File: src/rtl/and_unit_arbiter_if.sv
// Requester-side bundle for the shared AND-unit arbiter: per-requester request/operands in,
// one-hot grant and tagged result out.
interface and_unit_arbiter_if #(
  parameter int N_REQ = 4,
  parameter int ID_W  = 2,
  parameter int CNT_W = 8
);
  logic [N_REQ-1:0] req;
  logic [N_REQ-1:0] a_in;
  logic [N_REQ-1:0] b_in;
  logic [N_REQ-1:0] req_mask;
  logic [N_REQ-1:0] gnt;
  logic             res_valid;
  logic             res_data;
  logic [ID_W-1:0]  res_id;
  logic             busy;
  logic [CNT_W-1:0] op_count;

  modport master (
    output req, a_in, b_in, req_mask,
    input  gnt, res_valid, res_data, res_id, busy, op_count
  );

  modport slave (
    input  req, a_in, b_in, req_mask,
    output gnt, res_valid, res_data, res_id, busy, op_count
  );
endinterface

File: src/rtl/and_unit_arbiter.sv
// Round-robin arbiter sharing one registered 1-bit AND unit between N_REQ requesters.
// Two-state FSM: IDLE arbitrates and captures operands, EXEC evaluates and returns the result.
module and_unit_arbiter_lane (
  input  logic req,
  input  logic mask,
  input  logic a,
  input  logic b,
  input  logic win,
  output logic eff,
  output logic a_pick,
  output logic b_pick
);
  assign eff    = req & mask;
  assign a_pick = a & win;
  assign b_pick = b & win;
endmodule

module and_unit_arbiter #(
  parameter int N_REQ = 4,
  parameter int ID_W  = 2,
  parameter int CNT_W = 8
) (
  input logic               clk,
  input logic               rst,
  and_unit_arbiter_if.slave bus
);
  typedef enum logic {IDLE, EXEC} state_t;

  state_t           state, state_nxt;
  logic [N_REQ-1:0] eff, win_oh, a_pick, b_pick;
  logic [ID_W-1:0]  win_idx, rr_ptr, cur_id;
  logic             launch, complete;
  logic             a_cap, b_cap;
  logic [N_REQ-1:0] gnt_q;
  logic             res_valid_q, res_data_q;
  logic [ID_W-1:0]  res_id_q;
  logic [CNT_W-1:0] op_count_q;

  // First enabled requester at or above ptr, otherwise the lowest one below it (wrap-around).
  function automatic logic [ID_W-1:0] pick(input logic [N_REQ-1:0] e, input logic [ID_W-1:0] ptr);
    logic [ID_W-1:0] w_hi, w_lo;
    logic            hit_hi;
    w_hi   = '0;
    w_lo   = '0;
    hit_hi = 1'b0;
    for (int i = N_REQ - 1; i >= 0; i--) begin
      if (e[i]) begin
        w_lo = ID_W'(i);
        if (i >= int'(ptr)) begin
          w_hi   = ID_W'(i);
          hit_hi = 1'b1;
        end
      end
    end
    return hit_hi ? w_hi : w_lo;
  endfunction

  function automatic logic [ID_W-1:0] next_ptr(input logic [ID_W-1:0] id);
    return (id == ID_W'(N_REQ - 1)) ? '0 : id + 1'b1;
  endfunction

  for (genvar g = 0; g < N_REQ; g++) begin : g_lane
    and_unit_arbiter_lane u_lane (
      .req    (bus.req[g]),
      .mask   (bus.req_mask[g]),
      .a      (bus.a_in[g]),
      .b      (bus.b_in[g]),
      .win    (win_oh[g]),
      .eff    (eff[g]),
      .a_pick (a_pick[g]),
      .b_pick (b_pick[g])
    );
  end

  always_comb begin
    win_idx = pick(eff, rr_ptr);
    win_oh  = '0;
    if (|eff) win_oh[win_idx] = 1'b1;
  end

  always_ff @(posedge clk) begin
    if (rst) state <= IDLE;
    else     state <= state_nxt;
  end

  always_comb begin
    state_nxt = state;
    launch    = 1'b0;
    complete  = 1'b0;
    case (state)
      IDLE: begin
        if (|eff) begin
          launch    = 1'b1;
          state_nxt = EXEC;
        end
      end
      EXEC: begin
        complete  = 1'b1;
        state_nxt = IDLE;
      end
      default: state_nxt = IDLE;
    endcase
  end

  // Reset discards an operation in flight: the EXEC completion never fires.
  always_ff @(posedge clk) begin
    if (rst) begin
      gnt_q       <= '0;
      a_cap       <= 1'b0;
      b_cap       <= 1'b0;
      cur_id      <= '0;
      rr_ptr      <= '0;
      res_valid_q <= 1'b0;
      res_data_q  <= 1'b0;
      res_id_q    <= '0;
      op_count_q  <= '0;
    end else begin
      gnt_q       <= launch ? win_oh : '0;
      res_valid_q <= complete;
      if (launch) begin
        a_cap  <= |a_pick;
        b_cap  <= |b_pick;
        cur_id <= win_idx;
      end
      if (complete) begin
        res_data_q <= a_cap & b_cap;
        res_id_q   <= cur_id;
        rr_ptr     <= next_ptr(cur_id);
        op_count_q <= op_count_q + 1'b1;
      end
    end
  end

  assign bus.gnt       = gnt_q;
  assign bus.res_valid = res_valid_q;
  assign bus.res_data  = res_data_q;
  assign bus.res_id    = res_id_q;
  assign bus.busy      = (state == EXEC);
  assign bus.op_count  = op_count_q;
endmodule

File: src/flat_wrapper.sv
// flat-port wrapper written by rule: the top's interface ports become plain ports
module and_unit_arbiter_flat 
#(
  parameter int N_REQ = 4,
  parameter int ID_W  = 2,
  parameter int CNT_W = 8
)
  (clk, rst, bus_req, bus_a_in, bus_b_in, bus_req_mask, bus_gnt, bus_res_valid, bus_res_data, bus_res_id, bus_busy, bus_op_count);
  and_unit_arbiter_if #(.N_REQ(N_REQ), .ID_W(ID_W), .CNT_W(CNT_W)) bus_i ();
  input logic clk;
  input logic rst;
  input wire logic [$bits(bus_i.req)-1:0] bus_req;
  input wire logic [$bits(bus_i.a_in)-1:0] bus_a_in;
  input wire logic [$bits(bus_i.b_in)-1:0] bus_b_in;
  input wire logic [$bits(bus_i.req_mask)-1:0] bus_req_mask;
  output wire logic [$bits(bus_i.gnt)-1:0] bus_gnt;
  output wire logic [$bits(bus_i.res_valid)-1:0] bus_res_valid;
  output wire logic [$bits(bus_i.res_data)-1:0] bus_res_data;
  output wire logic [$bits(bus_i.res_id)-1:0] bus_res_id;
  output wire logic [$bits(bus_i.busy)-1:0] bus_busy;
  output wire logic [$bits(bus_i.op_count)-1:0] bus_op_count;
  assign bus_i.req = bus_req;
  assign bus_i.a_in = bus_a_in;
  assign bus_i.b_in = bus_b_in;
  assign bus_i.req_mask = bus_req_mask;
  assign bus_gnt = bus_i.gnt;
  assign bus_res_valid = bus_i.res_valid;
  assign bus_res_data = bus_i.res_data;
  assign bus_res_id = bus_i.res_id;
  assign bus_busy = bus_i.busy;
  assign bus_op_count = bus_i.op_count;
  and_unit_arbiter #(.N_REQ(N_REQ), .ID_W(ID_W), .CNT_W(CNT_W)) u_core (.clk(clk), .rst(rst), .bus(bus_i));
endmodule
File: config.mk
export PLATFORM = sky130hd
export DESIGN_NAME = and_unit_arbiter_flat
export DESIGN_NICKNAME = d
export VERILOG_FILES = /design/src/rtl/and_unit_arbiter_if.sv /design/src/rtl/and_unit_arbiter.sv /design/src/flat_wrapper.sv
export SDC_FILE = /design/constraint.sdc
export NUM_CORES = 1
export LEC_CHECK = 0
export BUFFER_PORTS_ARGS = -buffer_cell sky130_fd_sc_hd__buf_2
export CORE_MARGIN = 2
export CORE_UTILIZATION = 50
export CTS_CLUSTER_DIAMETER = 100
export DETAILED_ROUTE_END_ITERATION = 7
export PLACE_DENSITY = 0.85
export SLEW_MARGIN = 0
export SYNTH_ARGS = -nofsm -noshare
export SYNTH_HDL_FRONTEND = slang
export SYNTH_HIERARCHICAL = 1
export SYNTH_SLANG_ARGS = --single-unit
export TNS_END_PERCENT = 30
File: constraint.sdc
create_clock -name clk -period 3.25 [get_ports clk]
set_input_delay 0.325 -clock clk [delete_from_list [all_inputs] [get_ports clk]]
set_output_delay 0.325 -clock clk [all_outputs]
set_load 0.02 [all_outputs]
After elaboration in Yosys (flattened, before gate mapping)
Index checks and enable logic that the tools add are counted.
{"block": "word_totals", "register_bits": 23, "latch_bits": 0, "ramBits": 0, "mem_bits_ro": 0, "inputBits": 18, "out_inout_bits": 17, "wordCells": 64, "mem_count": 0}
{"block": "classes", "add_sub_neg": 2, "mul": 0, "n_div": 0, "order_cmp": 5, "eq_ne": 1, "n_shift": 0, "muxes": 26, "bitwise_logic": 15, "n_reduce_logical": 5}
{"operator": "2-bit 2-to-1 mux", "n": 12}
{"operator": "1-bit bitwise AND", "n": 13}
{"operator": "4-bit OR reduction", "n": 3}
{"operator": "1-bit 2-to-1 mux", "n": 11}
{"operator": "8-bit by 1-bit adder with 8-bit output (second input constant)", "n": 1}
{"operator": "1-bit by 2-bit greater-or-equal comparator with 1-bit output (first input constant)", "n": 2}
{"operator": "4-bit 2-to-1 mux", "n": 1}
{"operator": "2-bit by 3-bit < comparator with 1-bit output (second input constant)", "n": 1}
{"operator": "2-bit by 1-bit adder with 2-bit output (second input constant)", "n": 1}
{"operator": "1-bit demux with 2-bit select", "n": 1}
{"operator": "2-bit equality test (second input constant)", "n": 1}
{"operator": "2-bit by 1-bit greater-or-equal comparator with 1-bit output (second input constant)", "n": 1}
{"operator": "2-bit greater-or-equal comparator (first input constant)", "n": 1}
{"operator": "1-bit inverter", "n": 2}
{"operator": "1-bit case mux with 2 select lines", "n": 1}
{"operator": "2-bit OR reduction", "n": 1}
{"operator": "1-bit logical AND", "n": 1}

Logic depth before layout (Yosys ltp)
Gate-level depths: netlist (run 1).
{"block": "logic_depth", "word_depth": 16, "mapped_depth": 7, "ltp_nobuf": 7}

Cells and area by module
The synthesis (run 1) kept the hierarchy.
{"module": "and_unit_arbiter", "n_inst": 1, "cells_each": 107, "area_per_inst_um2": 989.7, "seq_area_each_um2": 460.4}
{"module": "and_unit_arbiter_lane", "n_inst": 4, "cells_each": 3, "area_per_inst_um2": 18.8, "seq_area_each_um2": 0.0}

Least setup slack after synthesis (run 1)
OpenSTA, ideal clock, no wires.
{"block": "synth_path", "path_type": "input to register", "startpoint": "input bus_req[2]", "endpoint": "register u_core.b_cap", "setup_time_ps": 131, "arrival_ps": 1545, "required_time_ps": 3119, "path_slack_ps": 1574, "stages": 7, "path_buffers": 0, "path_cell_list": "and2_1 or2b_1 a21oi_1 o2bb2ai_1 and2_1 o41ai_1 a21oi_1"}
{"block": "synth_between", "elab_chain_len": 14, "elab_cells_between_ends": 29, "classes_between": "order compare: 2; mux: 19; bitwise: 5; reduce/logical: 3"}
{"item": "from (decl)", "line_no": "flat_wrapper.sv:12", "rtl": "input wire logic [$bits(bus_i.req)-1:0] bus_req;"}
{"item": "1-bit bitwise AND (*)", "line_no": "and_unit_arbiter.sv:13", "rtl": "assign eff = req & mask;"}
{"item": "2-bit 2-to-1 mux or 1-bit 2-to-1 mux (tied branches)", "line_no": "and_unit_arbiter.sv:47", "rtl": "if (e[i]) begin"}
{"item": "2-bit 2-to-1 mux or 1-bit 2-to-1 mux (tied branches)", "line_no": "and_unit_arbiter.sv:49", "rtl": "if (i >= int'(ptr)) begin"}
{"item": "2-bit 2-to-1 mux or 1-bit 2-to-1 mux (tied branches)", "line_no": "and_unit_arbiter.sv:47"}
{"item": "2-bit 2-to-1 mux or 1-bit 2-to-1 mux (tied branches)", "line_no": "and_unit_arbiter.sv:49"}
{"item": "2-bit 2-to-1 mux or 1-bit 2-to-1 mux (tied branches)", "line_no": "and_unit_arbiter.sv:47"}
{"item": "2-bit 2-to-1 mux", "line_no": "and_unit_arbiter.sv:55", "rtl": "return hit_hi ? w_hi : w_lo;"}
{"item": "2-bit by 3-bit < comparator with 1-bit output (not written as such) or 2-bit by 1-bit greater-or-equal comparator with 1-bit output (tied branches)", "line_no": "and_unit_arbiter.sv:78", "rtl": "if (|eff) win_oh[win_idx] = 1'b1;"}
{"item": "1-bit logical AND (not written as such)", "line_no": "and_unit_arbiter.sv:78"}
{"item": "1-bit 2-to-1 mux (not written as such)", "line_no": "and_unit_arbiter.sv:78"}
{"item": "1-bit demux with 2-bit select"}
{"item": "4-bit 2-to-1 mux (*)", "line_no": "and_unit_arbiter.sv:78"}
{"item": "named net u_core.win_oh[0]", "line_no": "and_unit_arbiter.sv:30", "rtl": "logic [N_REQ-1:0] eff, win_oh, a_pick, b_pick;"}
{"item": "1-bit bitwise AND (*)", "line_no": "and_unit_arbiter.sv:15", "rtl": "assign b_pick = b & win;"}
{"item": "named net u_core.b_pick[0]", "line_no": "and_unit_arbiter.sv:30"}
{"item": "4-bit OR reduction (*)", "line_no": "and_unit_arbiter.sv:122", "rtl": "b_cap <= |b_pick;"}
{"item": "to (signal assigned)", "line_no": "and_unit_arbiter.sv:122"}
{"item": "to (decl)", "line_no": "and_unit_arbiter.sv:33", "rtl": "logic a_cap, b_cap;"}
Mark *: on every way through the listed nets, which the timed path passes. The rest lies on a longest branch.
A chain may end at the register's enable or synchronous reset.

Worst setup path in the final report (run 1)
{"block": "layout_path", "startpoint": "register u_core.rr_ptr[1]", "endpoint": "register u_core.b_cap"}
{"block": "layout_between", "elab_chain_len": 15, "elab_cells_between_ends": 27, "classes_between": "order compare: 5; mux: 16; bitwise: 4; reduce/logical: 2"}
{"item": "from (decl)", "line_no": "and_unit_arbiter.sv:31", "rtl": "logic [ID_W-1:0] win_idx, rr_ptr, cur_id;"}
{"item": "from (signal assigned)", "line_no": "and_unit_arbiter.sv:128", "rtl": "rr_ptr <= next_ptr(cur_id);"}
{"item": "2-bit greater-or-equal comparator", "line_no": "and_unit_arbiter.sv:49"}
{"item": "2-bit 2-to-1 mux or 1-bit 2-to-1 mux (tied branches)", "line_no": "and_unit_arbiter.sv:49"}
{"item": "2-bit 2-to-1 mux or 1-bit 2-to-1 mux (tied branches)", "line_no": "and_unit_arbiter.sv:47"}
{"item": "2-bit 2-to-1 mux or 1-bit 2-to-1 mux (tied branches)", "line_no": "and_unit_arbiter.sv:49"}
{"item": "2-bit 2-to-1 mux or 1-bit 2-to-1 mux (tied branches)", "line_no": "and_unit_arbiter.sv:47"}
{"item": "2-bit 2-to-1 mux or 1-bit 2-to-1 mux (tied branches)", "line_no": "and_unit_arbiter.sv:49"}
{"item": "2-bit 2-to-1 mux or 1-bit 2-to-1 mux (tied branches)", "line_no": "and_unit_arbiter.sv:47"}
{"item": "2-bit 2-to-1 mux (*)", "line_no": "and_unit_arbiter.sv:55"}
{"item": "2-bit by 3-bit < comparator with 1-bit output (not written as such) or 2-bit by 1-bit greater-or-equal comparator with 1-bit output (tied branches)", "line_no": "and_unit_arbiter.sv:78"}
{"item": "1-bit logical AND (not written as such)", "line_no": "and_unit_arbiter.sv:78"}
{"item": "1-bit 2-to-1 mux (not written as such)", "line_no": "and_unit_arbiter.sv:78"}
{"item": "1-bit demux with 2-bit select (*)"}
{"item": "4-bit 2-to-1 mux (*)", "line_no": "and_unit_arbiter.sv:78"}
{"item": "named net u_core.win_oh[1]", "line_no": "and_unit_arbiter.sv:30"}
{"item": "1-bit bitwise AND (*)", "line_no": "and_unit_arbiter.sv:15"}
{"item": "named net u_core.b_pick[1]", "line_no": "and_unit_arbiter.sv:30"}
{"item": "4-bit OR reduction (*)", "line_no": "and_unit_arbiter.sv:122"}
Marked as above.

==> results of run 1 <==
[area by class of cell]
class / count / area share [%]
sequential: 23 / 36.26
multi-input combinational: 90 / 44.93
timing repair buffer: 34 / 13.40
clock buffer: 3 / 1.773
inverter: 2 / 0.5911
clock inverter: 1 / 0.3941
tap: 27 / 2.660
[cell families after synthesis]
logic type / after synthesis
adders and majority gates: 2
muxes: 5
and+or+nand+nor: 54
AOI/OAI and AO/OA: 24
xor gates and xnor gates: 5
DFF: 23
buffers and inverters: 6
[worst register-to-register path: stages, from the launching register on]
cell and delay, ns:
dfxtp_1 0.53, inv_1 0.15, o221a_2 0.33, and2_1 0.16, o41ai_1 0.34, a21oi_1 0.11
[power by group through the flow]
stage	logic, uW	clock network (uW)	registers, uW
6_report	85.6	124	312
5_1_grt	96.9	144	315
4_1_cts	85.8	131	312
3_5_place_dp	85.4	0	318
3_3_place_gp	83.1	0	317
2_1_floorplan	58.4	0	320
[sequential cells by signal (all words and copies together), names as in the netlist]
name and count:
u_core/bus.busy 1, u_core/bus.res_valid 1, u_core/b_cap 1, u_core/rr_ptr 2
u_core/bus.res_data 1, u_core/bus.gnt 4, u_core/cur_id 2, u_core/bus.op_count 8
u_core/a_cap 1, u_core/bus.res_id 2
[final timing paths]
kind                                                  startpoint                                  end  slack, ns  cells after the start
worst min-delay path                                         rst  u_core/bus.op_count[1]$_SDFFE_PP0P_       0.38                      2
worst max register to register     u_core/rr_ptr[1]$_SDFFE_PP0P_            u_core/b_cap$_SDFFE_PP0P_       1.52                      5
worst max-delay path               u_core/rr_ptr[1]$_SDFFE_PP0P_            u_core/b_cap$_SDFFE_PP0P_       1.52                      5
worst min register to register  u_core/bus.res_data$_SDFFE_PP0P_     u_core/bus.res_data$_SDFFE_PP0P_       0.48                      2
[cells in the final DEF, fill, tap and decap left out, types with 2 or more instances in the layout]
master and n:
a21oi_1 10, and2_1 16, buf_2 34, clkbuf_4 3
dfxtp_1 23, ha_1 2, inv_1 2, mux2i_1 5
nand2_1 7, nand3_1 2, nand4_1 3, nor2_1 15
o21ai_0 3, o221a_2 2, o41ai_1 3, or2b_1 2
or3_1 2, xor2_1 4
[per-layer routing]
metal / wire, microns / up-vias
li1: - / 485
met1: 903 / 437
met2: 1044 / 20
met3: 94 / 2
met4: 13 / 0
met5: 0 / -
[per-stage QoR]
| step | instance area [sq um] | hold slack [ns] | total power [uW] | utilization, % |
|---|---|---|---|---|
| 2_1_floorplan | 1065 | 0.4268 | 377.9 | - |
| 3_3_place_gp | 1242 | 0.4450 | 400.5 | 62.69 |
| 3_5_place_dp | 1242 | 0.4659 | 403.9 | 62.69 |
| 4_1_cts | 1270 | 0.3794 | 528.6 | 64.08 |
| 5_1_grt | 1270 | 0.3939 | 556.3 | 64.08 |
| 6_report | 1270 | 0.3842 | 522.3 | 64.08 |
==> results by group, run 1 <==
Run status
  • Status: finished, final reports clean

Timing
  • Worst Tran Pin Value: about 0.6 ns
  • TNS Setup: 0 ns
  • RSZ-0062 raised after global routing: no
  • Relative slew margins: around three fifths
  • Worst Skew: around 0.0063 ns
  • Final worst-path cycle share: 53.25%
  • Post-route worst setup slack: roughly 1.5 ns
  • Hold Fails Final Rpt: 0
  • Max Clock Freq: 577.8 MHz
  • Tmin final: 1.731 ns
  • Slew Limit Fails: 0
  • Setup-failing EPs final: 0

Synthesis
  • Synth Area in Compound Gates: 15.39%
  • Synthesized flop and latch total: 23
  • Most numerous cell in the Yosys netlist: dfxtp_1
  • Post-synth EDFFs: 0
  • FFs w/ async S/R, synth: 0%
  • Seq/Total Area, Yosys: 43.24%
  • Post-synthesis instance total: 119
  • Area leader, netlist: dfxtp_1
  • Share of the synthesized area in the top cell type: a little over two fifths
  • Simple-gate portion of the synthesized area: 27.03%
  • Synth Area in XOR/XNOR: under 10%
  • Synth warnings: 6
  • Mapped Area: 1065 sq um
  • Avg Inst Size Synth: around 9 sq um
  • Largest family of logic cells by synthesized area: simple AND/OR/NAND/NOR gates
  • Synth Flop Type: dfxtp_1
  • Most instantiated cells after synthesis: dfxtp_1, and2_1, nor2_1, a21oi_1, nand2_1
  • Adder-Cell Fraction of Synth Area: 2.350%
  • Mapped Nets: between 100 and 150
  • Top cells by area, synth: dfxtp_1, and2_1, nor2_1, a21oi_1, mux2i_1
  • Mux share of post-synthesis cell area: 4.700%
  • Synth unique cells: 33

Critical path
  • Crit Path Max Fanout: 10
  • Worst-path cell chain: inv_1 -> o221a_2 -> and2_1 -> o41ai_1 -> a21oi_1
  • Worst EP arrival: 1.92 ns
  • Top delay family on crit path: compound AO/OA/AOI/OAI gates
  • Worst path slowest cell: dfxtp_1
  • CP startpoint kind: flop
  • Max incr delay on CP: 0.53 ns
  • Setup crit end kind: flop
  • Worst path bufs/invs: 1
  • Critical Path RT: approximately 3.4 ns
  • Type of the worst setup path: flop to flop

Routing
  • DRC: 0
  • Vias per std cell: 5.244
  • Final WL: between 2 and 2.5 mm
  • Via Count: 944
  • WL per Instance: between 10 and 15 microns
  • Antenna Nets Post-Route: 0
  • 1st-iter DRT viols: 11
  • DR pass1 iterations: 4

Final layout
  • Area of the multi-input gates: 570.5 sq um
  • Share of layout cells above drive strength 1: 28.10%
  • Layout Nets: ~170
  • FF/Latch Area: about 460 sq um
  • Non-filler cells, final: 180
  • Fill count: roughly 170
  • Layout area overhead: 19.27%
  • Antenna cells: 0

GRT
  • Met2 Use GR: 31.80%
  • First-pass GRT wire length: 3.519 mm
  • Vias in the first global route: 836
  • Gr usage total: 17.92%
  • Global-route met3 utilization: 2.679%
  • Met1 GRT Util: ~22%
  • Largest net degree at the start of global routing: 21
  • GR peak layer: met2
  • Initial antenna violation count: 0
  • Gr ovfl total: 0

Power
  • Clock power frac: between 20% and 30%
  • Net load switching power: 140.4 uW
  • Leak: 0.0005691 uW
  • Comb pwr share: between 15 and 20%
  • Cell area power density: slightly above 400 nW/um^2
  • Seq pwr share: 59.8%
  • Switching share of power: 26.88%
  • Maximum vdd drop: 0.2794 mV
  • Cell Int Power: roughly 380 uW

Placed design
  • DP Worst Slack: 1.363 ns
  • IO Port Bufs: 34
  • DPL Wire Length: 1.594 mm
  • GP Congestion: 0.7844
  • DP Cell Count: 176

CTS
  • Post-CTS Resized: 0
  • Clock transition at the registers of the reported paths: 0.12 ns
  • Clock Path Buffers: 2
  • Clock insertion delay at the later pin of the skew report: about 0.30 ns
  • CTS H-Tree Depth: 1
  • Setup Buffers After CTS: 0
  • CTS tree: built
  • Hold-fix buffers, CTS: 0
  • Root Driver: clkbuf_4
  • CTS buffer count: 3
  • Sink Count: 23

Floorplanning
  • Die ar.: 2515 sq um
  • Core Region: 1982 sq um
  • Starting Density: a little over half
  • Die H: 50.15 microns
  • Num rows: 16
  • Die width: 50.15 microns
  • Boundary pin count: 35

Run
  • Max_cap viols: 0

Worst hold path
  • Min-delay worst type: input port to flop
(Power assumes the default switching activity.)
==> inputs of run 2 (changes only) <==
--- a/config.mk
+++ b/config.mk
@@ -7,10 +7,10 @@
 export LEC_CHECK = 0
 export BUFFER_PORTS_ARGS = -buffer_cell sky130_fd_sc_hd__buf_2
 export CORE_MARGIN = 2
-export CORE_UTILIZATION = 50
+export CORE_UTILIZATION = 49
 export CTS_CLUSTER_DIAMETER = 100
 export DETAILED_ROUTE_END_ITERATION = 7
-export PLACE_DENSITY = 0.85
+export PLACE_DENSITY = 0.84
 export SLEW_MARGIN = 0
 export SYNTH_ARGS = -nofsm -noshare
 export SYNTH_HDL_FRONTEND = slang
==> constraint.sdc (replaced) <==
create_clock -name clk -period 1.81 [get_ports clk]
set_input_delay 0.181 -clock clk [delete_from_list [all_inputs] [get_ports clk]]
set_output_delay 0.181 -clock clk [all_outputs]
set_load 0.02 [all_outputs]
==> results by group, run 2 (synthesized netlist as in run 1, its figures left out) <==
GRT
  • Initial antenna violation count: 0 (unchanged)
  • Gr usage total: 19.44% (+1.5 points)
  • Gr ovfl total: 0 (unchanged)
  • First-pass GRT wire length: 3.919 mm (+11%)
  • Vias in the first global route: 958 (+15%)
  • Largest net degree at the start of global routing: 21 (unchanged)

Timing
  • Tmin final: 1.625 ns (-0.1055 ns)
  • RSZ-0062 raised after global routing: no
  • Final worst-path cycle share: 89.79% (+37 points)
  • Hold Fails Final Rpt: 0 (unchanged)
  • Worst Tran Pin Value: 0.3448 ns (-0.2535 ns)
  • Setup-failing EPs final: 0 (unchanged)
  • Max Clock Freq: 615.3 MHz (+6.5%)
  • Relative slew margins: 77.01% (+17 points)
  • Worst Skew: 0.0008530 ns (-0.005477 ns)
  • Hold WS: 0.2549 ns (-0.1293 ns)
  • Slew Limit Fails: 0 (unchanged)
  • TNS Setup: 0 ns (unchanged)

Critical path
  • Worst EP arrival: 1.81 ns (-0.11 ns)
  • Worst path slowest cell: dfxtp_1
  • Top delay family on crit path: compound AO/OA/AOI/OAI gates
  • Worst reg2reg path startpoint: u_core/rr_ptr[0]$_SDFFE_PP0P_
  • Worst-case reg-to-reg path depth: 6 (+1)
  • Worst path bufs/invs: 0 (-1)
  • CP startpoint kind: flop
  • CP Launch Point: u_core/rr_ptr[0]$_SDFFE_PP0P_
  • Critical Path RT: 2.00 ns (-1.43 ns)
  • Type of the worst setup path: flop to flop
  • Crit path top cell by count: a21oi_1
  • Max incr delay on CP: 0.39 ns (-0.14 ns)
  • Setup crit end kind: flop
  • Worst-path cell chain: or2b_1 -> a21oi_1 -> o2bb2ai_1 -> and2_1 -> o41ai_1 -> a21oi_1
  • Crit Path Max Fanout: 6 (-4)
  • Flop-to-flop setup slack: 0.18 ns (-1.33 ns)
  • Worst flop-to-flop path endpoint: u_core/b_cap$_SDFFE_PP0P_

Routing
  • Vias per std cell: 5.374 (+2.5%)
  • 1st-iter DRT viols: 57 (+46)
  • Final WL: 2.177 mm (+5.9%)
  • Antenna Nets Post-Route: 0 (unchanged)
  • WL per Instance: 11.96 microns (+4.7%)
  • Via Count: 978 (+3.6%)
  • DRC: 0 (unchanged)
  • DR pass1 iterations: 5 (+1)

Floorplanning
  • Die ar.: 2562 sq um (+1.9%)
  • Die H: 50.62 microns (+0.94%)
  • Boundary pin count: 35 (unchanged)
  • Core Region: 2002 sq um (+1.0%)
  • Die width: 50.62 microns (+0.94%)
  • Starting Density: 53.19% (-0.54 points)
  • Num rows: 16 (unchanged)

Power
  • Switching share of power: 27.32% (+0.43 points)
  • Clock power frac: 23.8% (about the same)
  • Tot Pwr: 948.7 uW (+82%)
  • Maximum vdd drop: 0.4468 mV (+60%)
  • Cell Int Power: 689.5 uW (+81%)
  • Leak: 0.0005797 uW (+1.8%)
  • Cell area power density: 738.3 nW/um^2 (+80%)
  • Net load switching power: 259.1 uW (+85%)
  • Comb pwr share: 17.9% (+1.5 points)
  • Seq pwr share: 58.3% (-1.5 points)

Final layout
  • Most frequent cells in the layout: buf_2, dfxtp_1, and2_1, nor2_1, a21oi_1
  • Antenna cells: 0 (unchanged)
  • Layout area overhead: 20.68%
  • Max reg flops: 8 (unchanged)
  • Fill count: 179 (+7.8%)
  • Layout Nets: 176 (+1.1%)
  • Share of layout cells above drive strength 1: 29.03% (+0.93 points)
  • Most common cell after layout, fill and taps aside: buf_2

Worst hold path
  • Cell count of the worst hold path: 2 (unchanged)
  • Min-delay worst type: input port to flop
  • Min-delay src: rst
  • Hold EP: u_core/bus.res_id[1]$_SDFFE_PP0P_

CTS
  • Setup Buffers After CTS: 0 (unchanged)
  • Sink Count: 23 (unchanged)
  • Clock transition at the registers of the reported paths: 0.12 ns (about the same)
  • Clock Path Buffers: 2 (unchanged)
  • CTS buffer count: 3 (unchanged)
  • Clock insertion delay at the later pin of the skew report: 0.29 ns (about the same)
  • CTS tree: built
  • CTS H-Tree Depth: 1 (unchanged)
  • Hold-fix buffers, CTS: 0 (unchanged)
  • Root Driver: clkbuf_4
  • Post-CTS Resized: 0 (unchanged)

Placed design
  • GP Congestion: 0.7654 (-2.4%)
  • IO Port Bufs: 34 (unchanged)
  • DPL Wire Length: 1.611 mm (+1.1%)

Run status
  • Status: finished, final reports clean

Run
  • Max_cap viols: 0 (unchanged)
run 2: cell type report:
class	count	area (sq um)	area share (%)
clock buffer	3	22.52	1.753
clock inverter	1	5.005	0.3895
inverter	2	7.507	0.5842
multi-input combinational	90	570.5	44.40
sequential	23	460.4	35.83
tap	27	33.78	2.629
timing repair buffer	36	185.2	14.41
run 2: worst reg2reg max path: cells and delay by family, from the launching register on:
family / cells / cell delay (ns)
AOI/OAI and AO/OA: 4 / 0.71
and+or+nand+nor: 2 / 0.42
DFF: 1 / 0.39
run 2: worst max path at each step:
stage                                     end  slack, ns  depth (start not counted)
detailed placement  u_core/b_cap$_SDFFE_PP0P_       0.07                          8
floorplan           u_core/b_cap$_SDFFE_PP0P_       0.28                          7
finish              u_core/b_cap$_SDFFE_PP0P_       0.18                          6
CTS                 u_core/b_cap$_SDFFE_PP0P_       0.19                          6
global placement    u_core/b_cap$_SDFFE_PP0P_       0.14                          8
global route        u_core/b_cap$_SDFFE_PP0P_       0.08                          6
run 2: stage by stage:
stage / worst slack, ns / area, sq um / utilization, % / cells
after global placement: 0.1369 / 1257 / 62.81 / 178
after global routing: 0.08312 / 1285 / 64.19 / 182
after CTS: 0.1941 / 1285 / 64.19 / 182
after detailed placement: 0.06633 / 1257 / 62.81 / 178
after floorplan: 0.2780 / 1065 / - / 119
final: 0.1848 / 1285 / 64.19 / 182
run 2: power by group through the flow:
stage / registers [uW] / logic (uW) / clock network [uW]
global route: 557 / 189 / 252
finish: 553 / 170 / 226
detailed placement: 564 / 167 / 0
floorplan: 574 / 105 / 0
CTS: 553 / 169 / 234
global placement: 562 / 162 / 0
run 2: metal layers:
layer | part of all wire, % | up-vias | track usage, %
li1 | - | 489 | -
met1 | 47 | 441 | 25.05
met2 | 45 | 44 | 32.46
met3 | 6.8 | 4 | 3.571
met4 | 1.1 | 0 | 6.757
met5 | 0 | - | 0
==> inputs of run 3 (changes only) <==
--- a/config.mk
+++ b/config.mk
@@ -7,13 +7,12 @@
 export LEC_CHECK = 0
 export BUFFER_PORTS_ARGS = -buffer_cell sky130_fd_sc_hd__buf_2
 export CORE_MARGIN = 2
-export CORE_UTILIZATION = 49
+export CORE_UTILIZATION = 48
 export CTS_CLUSTER_DIAMETER = 100
 export DETAILED_ROUTE_END_ITERATION = 7
-export PLACE_DENSITY = 0.84
+export PLACE_DENSITY = 0.83
 export SLEW_MARGIN = 0
 export SYNTH_ARGS = -nofsm -noshare
 export SYNTH_HDL_FRONTEND = slang
-export SYNTH_HIERARCHICAL = 1
 export SYNTH_SLANG_ARGS = --single-unit
 export TNS_END_PERCENT = 30
==> results by group, run 3 <==
Run status
  • Status: finished, final reports clean

Floorplanning
  • Num rows: 16 (unchanged)
  • Die width: 49.70 microns (-1.8%)
  • Boundary pin count: 35 (unchanged)
  • Die H: 49.70 microns (-1.8%)
  • Die ar.: 2470 sq um (-3.6%)
  • Starting Density: 51.08% (-2.1 points)
  • Core Region: 1962 sq um (-2.0%)

Routing
  • WL per Instance: 11.50 microns (-3.9%)
  • Antenna Nets Post-Route: 0 (unchanged)
  • 1st-iter DRT viols: 7 (-88%)
  • Vias per std cell: 5.024 (-6.5%)
  • Final WL: 1.932 mm (-11%)
  • DRC: 0 (unchanged)
  • DR pass1 iterations: 4 (-1)
  • Via Count: 844 (-14%)

Synthesis
  • Most numerous cell in the Yosys netlist: dfxtp_1
  • Top cells by area, synth: dfxtp_1, mux2i_1, nor2_1, xor2_1, nand2_1
  • Share of the synthesized area in the top cell type: 45.94% (+2.7 points)
  • Area leader, netlist: dfxtp_1
  • Mapped Nets: 126 (-9.4%)
  • FFs w/ async S/R, synth: 0% (unchanged)
  • Synth warnings: 0 (-6)
  • Post-synthesis instance total: 106 (-11%)
  • Synth Flop Type: dfxtp_1
  • Avg Inst Size Synth: 9.455 sq um (+5.7%)
  • Post-synth EDFFs: 0 (unchanged)
  • Mapped Area: 1002 sq um (-5.9%)
  • Synth unique cells: 30 (-9.1%)
  • Synthesized flop and latch total: 23 (unchanged)
  • Most instantiated cells after synthesis: dfxtp_1, nor2_1, mux2i_1, nand2_1, a21oi_1
  • Seq/Total Area, Yosys: 45.94% (+2.7 points)

Critical path
  • Worst path slowest cell: dfxtp_1
  • Critical Path RT: 2.00 ns (about the same)
  • Max incr delay on CP: 0.36 ns (-0.03 ns)
  • Worst reg2reg path startpoint: u_core.rr_ptr[1]$_SDFFE_PP0P_
  • Worst EP arrival: 1.59 ns (-0.22 ns)
  • Worst-path cell chain: a32o_1 -> a21oi_2 -> o2bb2a_4 -> mux2i_1 -> o221ai_1
  • Type of the worst setup path: flop to flop
  • CP startpoint kind: flop
  • Flop-to-flop setup slack: 0.41 ns (+0.22 ns)
  • CP Launch Point: u_core.rr_ptr[1]$_SDFFE_PP0P_
  • Worst flop-to-flop path endpoint: u_core.b_cap$_SDFFE_PP0P_
  • Worst-case reg-to-reg path depth: 5 (-1)
  • Crit Path Max Fanout: 8 (+2)
  • Crit path to: u_core.b_cap$_SDFFE_PP0P_
  • Setup crit end kind: flop

CTS
  • CTS buffer count: 3 (unchanged)
  • CTS H-Tree Depth: 1 (unchanged)
  • Post-CTS Resized: 0 (unchanged)
  • Clock transition at the registers of the reported paths: 0.13 ns (about the same)
  • Hold-fix buffers, CTS: 0 (unchanged)
  • CTS tree: built
  • Sink Count: 23 (unchanged)
  • Clock insertion delay at the later pin of the skew report: 0.30 ns (about the same)
  • Setup Buffers After CTS: 0 (unchanged)
  • Clock Path Buffers: 2 (unchanged)
  • Root Driver: clkbuf_4

GRT
  • Vias in the first global route: 778 (-19%)
  • Gr usage total: 16.08% (-3.4 points)
  • Largest net degree at the start of global routing: 20 (-4.8%)
  • Initial antenna violation count: 0 (unchanged)
  • Gr ovfl total: 0 (unchanged)
  • First-pass GRT wire length: 3.153 mm (-20%)

Timing
  • Tmin final: 1.402 ns (-0.2232 ns)
  • Worst Skew: 0.005912 ns (+0.005059 ns)
  • Slew Limit Fails: 0 (unchanged)
  • Relative slew margins: 77.86% (+0.85 points)
  • Hold Fails Final Rpt: 0 (unchanged)
  • Max Clock Freq: 713.3 MHz (+16%)
  • Worst Tran Pin Value: 0.3321 ns (-0.01269 ns)
  • Final worst-path cycle share: 77.46% (-12 points)
  • RSZ-0062 raised after global routing: no
  • TNS Setup: 0 ns (unchanged)
  • Hold WS: 0.1933 ns (-0.06160 ns)
  • Setup-failing EPs final: 0 (unchanged)
  • Post-route worst setup slack: 0.4080 ns (+0.2232 ns)

Power
  • Cell area power density: 782.1 nW/um^2 (+5.9%)
  • Leak: 0.0005552 uW (-4.2%)
  • Maximum vdd drop: 0.4861 mV (+8.8%)

Final layout
  • Share of layout cells above drive strength 1: 31.21% (+2.2 points)
  • Max reg flops: 8 (unchanged)
  • Antenna cells: 0 (unchanged)
  • Most common cell after layout, fill and taps aside: buf_2
  • Most frequent cells in the layout: buf_2, dfxtp_1, nor2_1, mux2i_1, nand2_1
  • Layout area overhead: 21.10%
  • Layout Nets: 162 (-8.0%)

Placed design
  • IO Port Bufs: 34 (unchanged)
  • GP Congestion: 0.7770 (+1.5%)
  • DPL Wire Length: 1.451 mm (-9.9%)
  • DP Worst Slack: 0.4095 ns (+0.3432 ns)

Worst hold path
  • Min-delay worst type: input port to flop
  • Cell count of the worst hold path: 3 (+1)

Run
  • Max_cap viols: 0 (unchanged)
[run 3: changes by cell type after synthesis, sizes merged, moves of 2 or more]
cell | previous run | this run
a21oi | 10 | 6
and2 | 16 | 4
mux2i | 5 | 10
nand3b | 1 | 3
nor2 | 15 | 18
nor2b | 2 | 0
o221a | 2 | 0
o221ai | 0 | 3
o41ai | 3 | 0
or2b | 2 | 0
[run 3: worst min-delay path by stage]
stage | from | endpoint | slack, ns
2_1_floorplan | bus_a_in[0] | u_core.a_cap$_SDFFE_PP0P_ | 0.40
3_3_place_gp | u_core.bus.res_data$_SDFFE_PP0P_ | u_core.bus.res_data$_SDFFE_PP0P_ | 0.46
3_5_place_dp | u_core.bus.res_data$_SDFFE_PP0P_ | u_core.bus.res_data$_SDFFE_PP0P_ | 0.47
4_1_cts | bus_b_in[0] | u_core.b_cap$_SDFFE_PP0P_ | 0.19
5_1_grt | bus_b_in[0] | u_core.b_cap$_SDFFE_PP0P_ | 0.19
6_report | bus_b_in[0] | u_core.b_cap$_SDFFE_PP0P_ | 0.19
[run 3: metal layers]
| layer | up-vias | track usage (%) | wire (microns) |
|---|---|---|---|
| met3 | 0 | 3.939 | 113 |
| met5 | - | 0 | 0 |
| li1 | 438 | - | - |
| met2 | 25 | 28.44 | 917 |
| met4 | 0 | 2.778 | 0 |
| met1 | 381 | 19.89 | 901 |
[run 3: worst max-delay path, delay by kind of cell (launching register included)]
| family | cells | cell delay [ns] |
|---|---|---|
| AO/OA/AOI/OAI | 4 | 0.73 |
| flip-flops | 1 | 0.36 |
| multiplexers | 1 | 0.20 |
[run 3: cells by family after synthesis]
| family | after synthesis | share of synthesized area (%) |
|---|---|---|
| AOI/OAI and AO/OA | 16 | 12.36 |
| buffers and inverters | 7 | 3.869 |
| adders and majority gates | 2 | 2.496 |
| xor gates and xnor gates | 5 | 4.369 |
| muxes | 10 | 9.988 |
| DFF | 23 | 45.94 |
| and+or+nand+nor | 43 | 20.97 |
[run 3: layout make-up]
class                   instances  area, sq um
clock buffers                   3        22.52
clock inverters                 1        5.005
fillers                       192        748.2
inverters                       3        11.26
multi-input cells              76        503.0
flip-flops and latches         23        460.4
well taps                      27        33.78
repair buffers                 35        177.7
[run 3: power by group]
part,switching (uW),internal (uW)
clock network,150,82.3
registers,20.1,532
logic,89.7,74.7
[run 3: through the flow]
| stage | instances | total power, uW | util (%) | instance area (sq um) |
|---|---|---|---|---|
| after global routing | 168 | 1004 | 61.86 | 1214 |
| after floorplan | 106 | 681.1 | - | 1002 |
| after detailed placement | 164 | 727.9 | 60.46 | 1186 |
| after global placement | 164 | 723.7 | 60.46 | 1186 |
| after CTS | 168 | 957.9 | 61.86 | 1214 |
| final | 168 | 949.2 | 61.86 | 1214 |
